===== src/rtl/mrd_tag_alloc_arb.sv =====
// rtl/mrd_tag_alloc_arb.sv - shared PCIe read-tag allocator with round-robin grant and free-list FIFO
module mrd_tag_alloc_arb #(
  parameter int NUM_CHAN = 4,
  parameter int NUM_TAGS = 32,
  parameter int CNT_W    = $clog2(NUM_TAGS + 1)
) (
  input  logic                clk_i,
  input  logic                reset_i,
  input  logic [NUM_CHAN-1:0] alloc_tag_req_i,
  output logic [NUM_CHAN-1:0] allocated_tag_rdy_o,
  output logic [7:0]          allocated_tag_o,
  input  logic                tag_release_i,
  input  logic [7:0]          tag_release_id_i,
  output logic [CNT_W-1:0]    free_count_o,
  output logic                pool_empty_o,
  output logic                init_done_o,
  output logic                err_bad_release_o
);

  localparam int PTR_W = (NUM_TAGS > 1) ? $clog2(NUM_TAGS) : 1;
  localparam int CH_W  = (NUM_CHAN > 1) ? $clog2(NUM_CHAN) : 1;

  typedef enum logic {S_INIT, S_RUN} state_t;

  state_t              r_state;
  state_t              w_state_nxt;
  logic [7:0]          r_init_cnt;
  logic [7:0]          r_fifo [NUM_TAGS];
  logic [PTR_W-1:0]    r_wptr;
  logic [PTR_W-1:0]    r_rptr;
  logic [CNT_W-1:0]    r_count;
  logic [NUM_TAGS-1:0] r_outstanding;
  logic [CH_W-1:0]     r_last_winner;
  logic [NUM_CHAN-1:0] r_rdy;
  logic [7:0]          r_tag;
  logic                r_err;

  logic                w_init_wr;
  logic                w_run;
  logic [NUM_CHAN-1:0] w_elig;
  logic                w_grant;
  logic [CH_W-1:0]     w_win_hi;
  logic [CH_W-1:0]     w_win_lo;
  logic                w_any_hi;
  logic [CH_W-1:0]     w_winner;
  logic [7:0]          w_head;
  logic [PTR_W-1:0]    w_head_idx;
  logic [PTR_W-1:0]    w_rel_idx;
  logic                w_rel_in_range;
  logic                w_rel_ok;
  logic                w_push;
  logic [7:0]          w_push_data;
  logic [PTR_W-1:0]    w_wptr_nxt;
  logic [PTR_W-1:0]    w_rptr_nxt;

  always_ff @(posedge clk_i) begin
    if (reset_i) r_state <= S_INIT;
    else         r_state <= w_state_nxt;
  end

  always_comb begin
    w_state_nxt = r_state;
    w_init_wr   = 1'b0;
    w_run       = 1'b0;
    case (r_state)
      S_INIT: begin
        w_init_wr = 1'b1;
        if (r_init_cnt == 8'(NUM_TAGS - 1)) w_state_nxt = S_RUN;
      end
      S_RUN: w_run = 1'b1;
      default: w_state_nxt = S_INIT;
    endcase
  end

  // The channel holding a grant pulse this cycle still shows its old request; ignore it.
  assign w_elig  = alloc_tag_req_i & ~r_rdy;
  assign w_grant = w_run && (|w_elig) && (r_count != '0);

  // Lowest eligible channel above last_winner wins, else lowest eligible at or below it.
  always_comb begin
    w_win_hi = '0;
    w_win_lo = '0;
    w_any_hi = 1'b0;
    for (int j = NUM_CHAN - 1; j >= 0; j--) begin
      if (w_elig[j]) begin
        if (j > int'(r_last_winner)) begin
          w_any_hi = 1'b1;
          w_win_hi = CH_W'(j);
        end else begin
          w_win_lo = CH_W'(j);
        end
      end
    end
  end

  assign w_winner   = w_any_hi ? w_win_hi : w_win_lo;
  assign w_head     = r_fifo[r_rptr];
  assign w_head_idx = w_head[PTR_W-1:0];

  assign w_rel_idx      = tag_release_id_i[PTR_W-1:0];
  assign w_rel_in_range = int'(tag_release_id_i) < NUM_TAGS;
  assign w_rel_ok       = tag_release_i && w_run && w_rel_in_range && r_outstanding[w_rel_idx];

  assign w_push      = w_init_wr | w_rel_ok;
  assign w_push_data = w_init_wr ? r_init_cnt : tag_release_id_i;
  assign w_wptr_nxt  = (r_wptr == PTR_W'(NUM_TAGS - 1)) ? '0 : r_wptr + 1'b1;
  assign w_rptr_nxt  = (r_rptr == PTR_W'(NUM_TAGS - 1)) ? '0 : r_rptr + 1'b1;

  always_ff @(posedge clk_i) begin
    if (!reset_i && w_push) r_fifo[r_wptr] <= w_push_data;
  end

  always_ff @(posedge clk_i) begin
    if (reset_i) begin
      r_init_cnt    <= '0;
      r_wptr        <= '0;
      r_rptr        <= '0;
      r_count       <= '0;
      r_outstanding <= '0;
      r_last_winner <= CH_W'(NUM_CHAN - 1);
      r_rdy         <= '0;
      r_tag         <= '0;
      r_err         <= 1'b0;
    end else begin
      r_rdy <= '0;
      if (w_init_wr) r_init_cnt <= r_init_cnt + 8'd1;
      if (w_push)    r_wptr     <= w_wptr_nxt;
      if (w_grant) begin
        r_rptr                     <= w_rptr_nxt;
        r_rdy                      <= NUM_CHAN'(1) << w_winner;
        r_tag                      <= w_head;
        r_outstanding[w_head_idx]  <= 1'b1;
        r_last_winner              <= w_winner;
      end
      // A granted head was free, so it can never be the tag being released here.
      if (w_rel_ok) r_outstanding[w_rel_idx] <= 1'b0;
      if (tag_release_i && !w_rel_ok) r_err <= 1'b1;
      r_count <= r_count + CNT_W'(w_push) - CNT_W'(w_grant);
    end
  end

  assign allocated_tag_rdy_o = r_rdy;
  assign allocated_tag_o     = r_tag;
  assign free_count_o        = r_count;
  assign pool_empty_o        = (r_count == '0);
  assign init_done_o         = (r_state == S_RUN);
  assign err_bad_release_o   = r_err;

endmodule


===== config.mk =====
export PLATFORM = sky130hd
export DESIGN_NAME = mrd_tag_alloc_arb
export DESIGN_NICKNAME = d
export VERILOG_FILES = /design/src/rtl/mrd_tag_alloc_arb.sv
export SDC_FILE = /design/constraint.sdc
export NUM_CORES = 1
export LEC_CHECK = 0
export ABC_AREA = 1
export ABC_CLOCK_PERIOD_IN_PS = 4200
export CAP_MARGIN = 20
export CELL_PAD_IN_SITES_DETAIL_PLACEMENT = 0
export CELL_PAD_IN_SITES_GLOBAL_PLACEMENT = 1
export CORE_ASPECT_RATIO = 0.9
export CORE_MARGIN = 4
export CORE_UTILIZATION = 48
export CTS_BUF_LIST = sky130_fd_sc_hd__clkbuf_8
export DETAILED_ROUTE_END_ITERATION = 16
export PLACE_DENSITY_LB_ADDON = 0.1
export RECOVER_POWER = 100
export SLEW_MARGIN = 10
export SYNTH_ARGS = -nofsm -noshare
export SYNTH_HDL_FRONTEND = slang
export SYNTH_SLANG_ARGS = --single-unit

===== constraint.sdc =====
create_clock -name clk_i -period 4.2 [get_ports clk_i]
set_clock_uncertainty 0.1 [all_clocks]
set_input_delay 0.84 -clock clk_i [delete_from_list [all_inputs] [get_ports clk_i]]
set_output_delay 0.84 -clock clk_i [all_outputs]
set_load 0.01 [all_outputs]

==> results.sh <==
export IMPL_hpwl_um=22900
export IMPL_numCtsBuffers=53
export IMPL_end_kind="register"
export IMPL_stdcell_count=1972
export IMPL_synthesis_area_um2=14300
export IMPL_status="complete, but fails checks"
export IMPL_ir_drop_mv=0.292
export IMPL_numClockSinks=333
export IMPL_insertion_delay_ns=0.59
export IMPL_cts_clk_slew_worst_paths_ns=0.06
export IMPL_violations="capacitance limit, slew limit"
export IMPL_power_leakage_uw=0.00596
export IMPL_synthTopCellsByArea="edfxtp_1 54%, dfxtp_1 11%, nand2_1 9.3%, nand3_1 5.9%, o21ai_0 3.8%"
export IMPL_stdcell_area_um2=16400
export IMPL_layout_drive_gt1_share_pct=8.76
export IMPL_portBuffers=35
export IMPL_io_pins=36
export IMPL_post_cts_buffers=0
export IMPL_cts_root_buffer_cell="clkbuf_8"
export IMPL_cp_common_cell="nand2_1"
export IMPL_dieHeight_um=172
export IMPL_yosysTopAreaCell="edfxtp_1"
export IMPL_fmax_mhz=268
export IMPL_worstSetupPathType="primary input to register"
export IMPL_crit_path_top_delay_cell="dlygate4sd3_1"
export IMPL_start_util_pct=49.1
export IMPL_syn2layout_area_growth_pct=14.4
export IMPL_cp_arrival_ns=3.84
export IMPL_postCtsHoldBufs=0
export IMPL_cp_start_kind="primary input"
export IMPL_period_needed_ns=3.73
export IMPL_slew_headroom_pct=-23.3
export IMPL_routabilityCongestion=0.844
export IMPL_fin_nets=1562
export IMPL_drcViolationCount=0
export IMPL_ys_seq_area_share_pct=64.4
export IMPL_holdCritPathClass="register to register"
export IMPL_synthCells=1439
export IMPL_whs_ns=0.354
export IMPL_core_area_um2=29200
export IMPL_fin_crit_sh_pct=88.7
export IMPL_gr_total_overflow=0
export IMPL_finalSetupTns_ns=0
export IMPL_final_max_slew_viol_count=278
export IMPL_placedCellCount=1872
export IMPL_drt_wl_total_um=36700
export IMPL_p_per_area_nw_per_um2=409
export IMPL_diodes=0
export IMPL_drtPass1Iterations=7
export IMPL_syn_avg_cell_area_um2=9.95
export IMPL_drtIter0Drc=843
export IMPL_n_fill_cell=2616
export IMPL_wl_per_cell_um=18.6
export IMPL_antenna_found_initial=2
export IMPL_ys_types=34
export IMPL_crit_chain="dlygate4sd3_1 -> inv_2 -> nand2_1 -> inv_1 -> a22oi_1 -> nand2_1 -> nand2_1 -> nand2_1 -> nor2_1 -> nand2_1 -> nand2_2 -> nand2_4 -> nand2_2 -> nor3_1 -> clkbuf_1"
export IMPL_dieArea_um2=32700
export IMPL_setup_violations=0
export IMPL_worstPathMaxFanout=32
export IMPL_grt_pass1_wl_um=57800
export IMPL_grt_pass1_vias=10300
export IMPL_synth_fp_nets=1470
export IMPL_netlist_area_leader_share_pct=53.7
export IMPL_max_stage_delay_ns=0.62
export IMPL_rsz0062_at_grt="false"
export IMPL_post_cts_resized=0
export IMPL_cts_buffer_depth=3
export IMPL_num_rows=59
export IMPL_die_w_um=190
export IMPL_synth_seq_cells=333
export IMPL_antenna_left=0
export IMPL_hold_violations=0
export IMPL_viasPerCell=5.36
export IMPL_dr_total_vias=10600
export IMPL_dpl_cell_area_um2=15500
export IMPL_worst_slew_pin_slew_ns=1.85
export IMPL_yosysWarnings=0
export IMPL_grt_max_degree=83
export IMPL_cts_max_level=2
export IMPL_cap_violations=9
export IMPL_cp_required_ns=4.32
export IMPL_gr_usage_all_layers_pct=22.7
export IMPL_cts_tree="done"
-- report_power, final --
group	switching [µW]	leakage [µW]	internal [µW]
logic	233	0.00238	121
registers	22.6	0.00299	3570
clock network	1270	0.000592	1480
-- logic make-up after synthesis --
group | Yosys count | share of synthesized area (%)
buffers and inverters | 163 | 4.93
AO/OA/AOI/OAI | 216 | 8.25
adder cells (fa/ha/maj) | 16 | 1.45
flip-flops | 333 | 64.4
AND/OR/NAND/NOR | 711 | 20.9
-- synthesized netlist by cell type --
cell and n:
buf_6 4, nor4_1 3, inv_2 6, o21ai_1 8, a21o_1 1, clkbuf_2 1, nor3_1 56, fa_1 1
nand2_2 1, o221ai_1 11, o21ai_0 108, ha_1 15, o211ai_1 13, edfxtp_1 256, or2_2 2, nand2_1 356
o22ai_1 9, a21oi_1 63, nand3_1 170, clkinv_1 4, clkbuf_1 27, buf_1 8, nor3b_1 1, nor2_2 3
buf_4 8, a22oi_2 1, dfxtp_1 77, nor2_1 114, a211oi_1 1, o21bai_1 1, nand2_4 2, inv_1 79
buf_2 26, nand4_1 3
-- per-stage QoR --
stage	utilization [%]	setup WS [ns]	power (µW)
after detailed placement	53.0	0.167	4020
after global placement	53.0	0.245	4020
after global routing	56.2	0.223	6990
after floorplan	-	0.961	3860
after CTS	56.6	0.703	6780
final	56.2	0.475	6700
-- sequential cells by signal, summed over array words and instances, names as in the netlist, named ones only --
register             flops
r_fifo                 256
r_outstanding           32
allocated_tag_o          8
r_init_cnt               8
free_count_o             6
r_rptr                   5
r_wptr                   5
allocated_tag_rdy_o      4
r_last_winner            2
err_bad_release_o        1
init_done_o              1
-- layout by cell type, fill, tap and decap left out, drive strengths merged, types with 2 or more instances in the layout --
cell / Yosys / routed
nand2: 359 / 359
buf: 46 / 54
o221ai: 11 / 11
nor4: 3 / 3
clkdlybuf4s50: 0 / 8
o22ai: 9 / 9
clkbuf: 28 / 78
dfxtp: 77 / 77
nor3: 56 / 56
inv: 85 / 98
or2: 2 / 2
nor2: 117 / 117
o21ai: 116 / 116
o211ai: 13 / 13
nand4: 3 / 3
clkinv: 4 / 30
dlygate4sd3: 0 / 27
a21oi: 63 / 63
edfxtp: 256 / 256
bufinv: 0 / 4
nand3: 170 / 170
ha: 15 / 15
-- final cells by class --
type | instances | area [µm²] | area share, %
Inverter | 89 | 335 | 2.05
Sequential cell | 333 | 9230 | 56.3
Multi-Input combinational cell | 943 | 4380 | 26.7
Tap cell | 396 | 495 | 3.02
Timing Repair Buffer | 111 | 891 | 5.44
Clock buffer | 56 | 771 | 4.70
Clock inverter | 44 | 284 | 1.73
-- per-layer routing --
layer / wire (µm) / vias up / GRT usage [%]
li1: - / 5175 / -
met1: 17500 / 5038 / 34.0
met2: 16300 / 296 / 34.5
met3: 2140 / 52 / 4.06
met4: 681 / 0 / 5.97
met5: 0 / - / 0
-- worst paths after layout --
kind	startpoint	end	slack (ns)	cells past startpoint
worst max register to register	register	r_outstanding[27]	0.55	14
worst min register to register	r_outstanding[8]	r_outstanding[8]	0.35	2
worst max-delay path	tag_release_id_i[1]	r_fifo[25][5]	0.47	15
worst min-delay path	r_outstanding[8]	r_outstanding[8]	0.35	2
-- critical path, delay by kind of cell --
kind / cells / cell delay, ns
AO/OA/AOI/OAI: 1 / 0.13
buffers and inverters: 4 / 1.49
AND/OR/NAND/NOR: 10 / 1.37
Power figures use the tool's default switching activity.
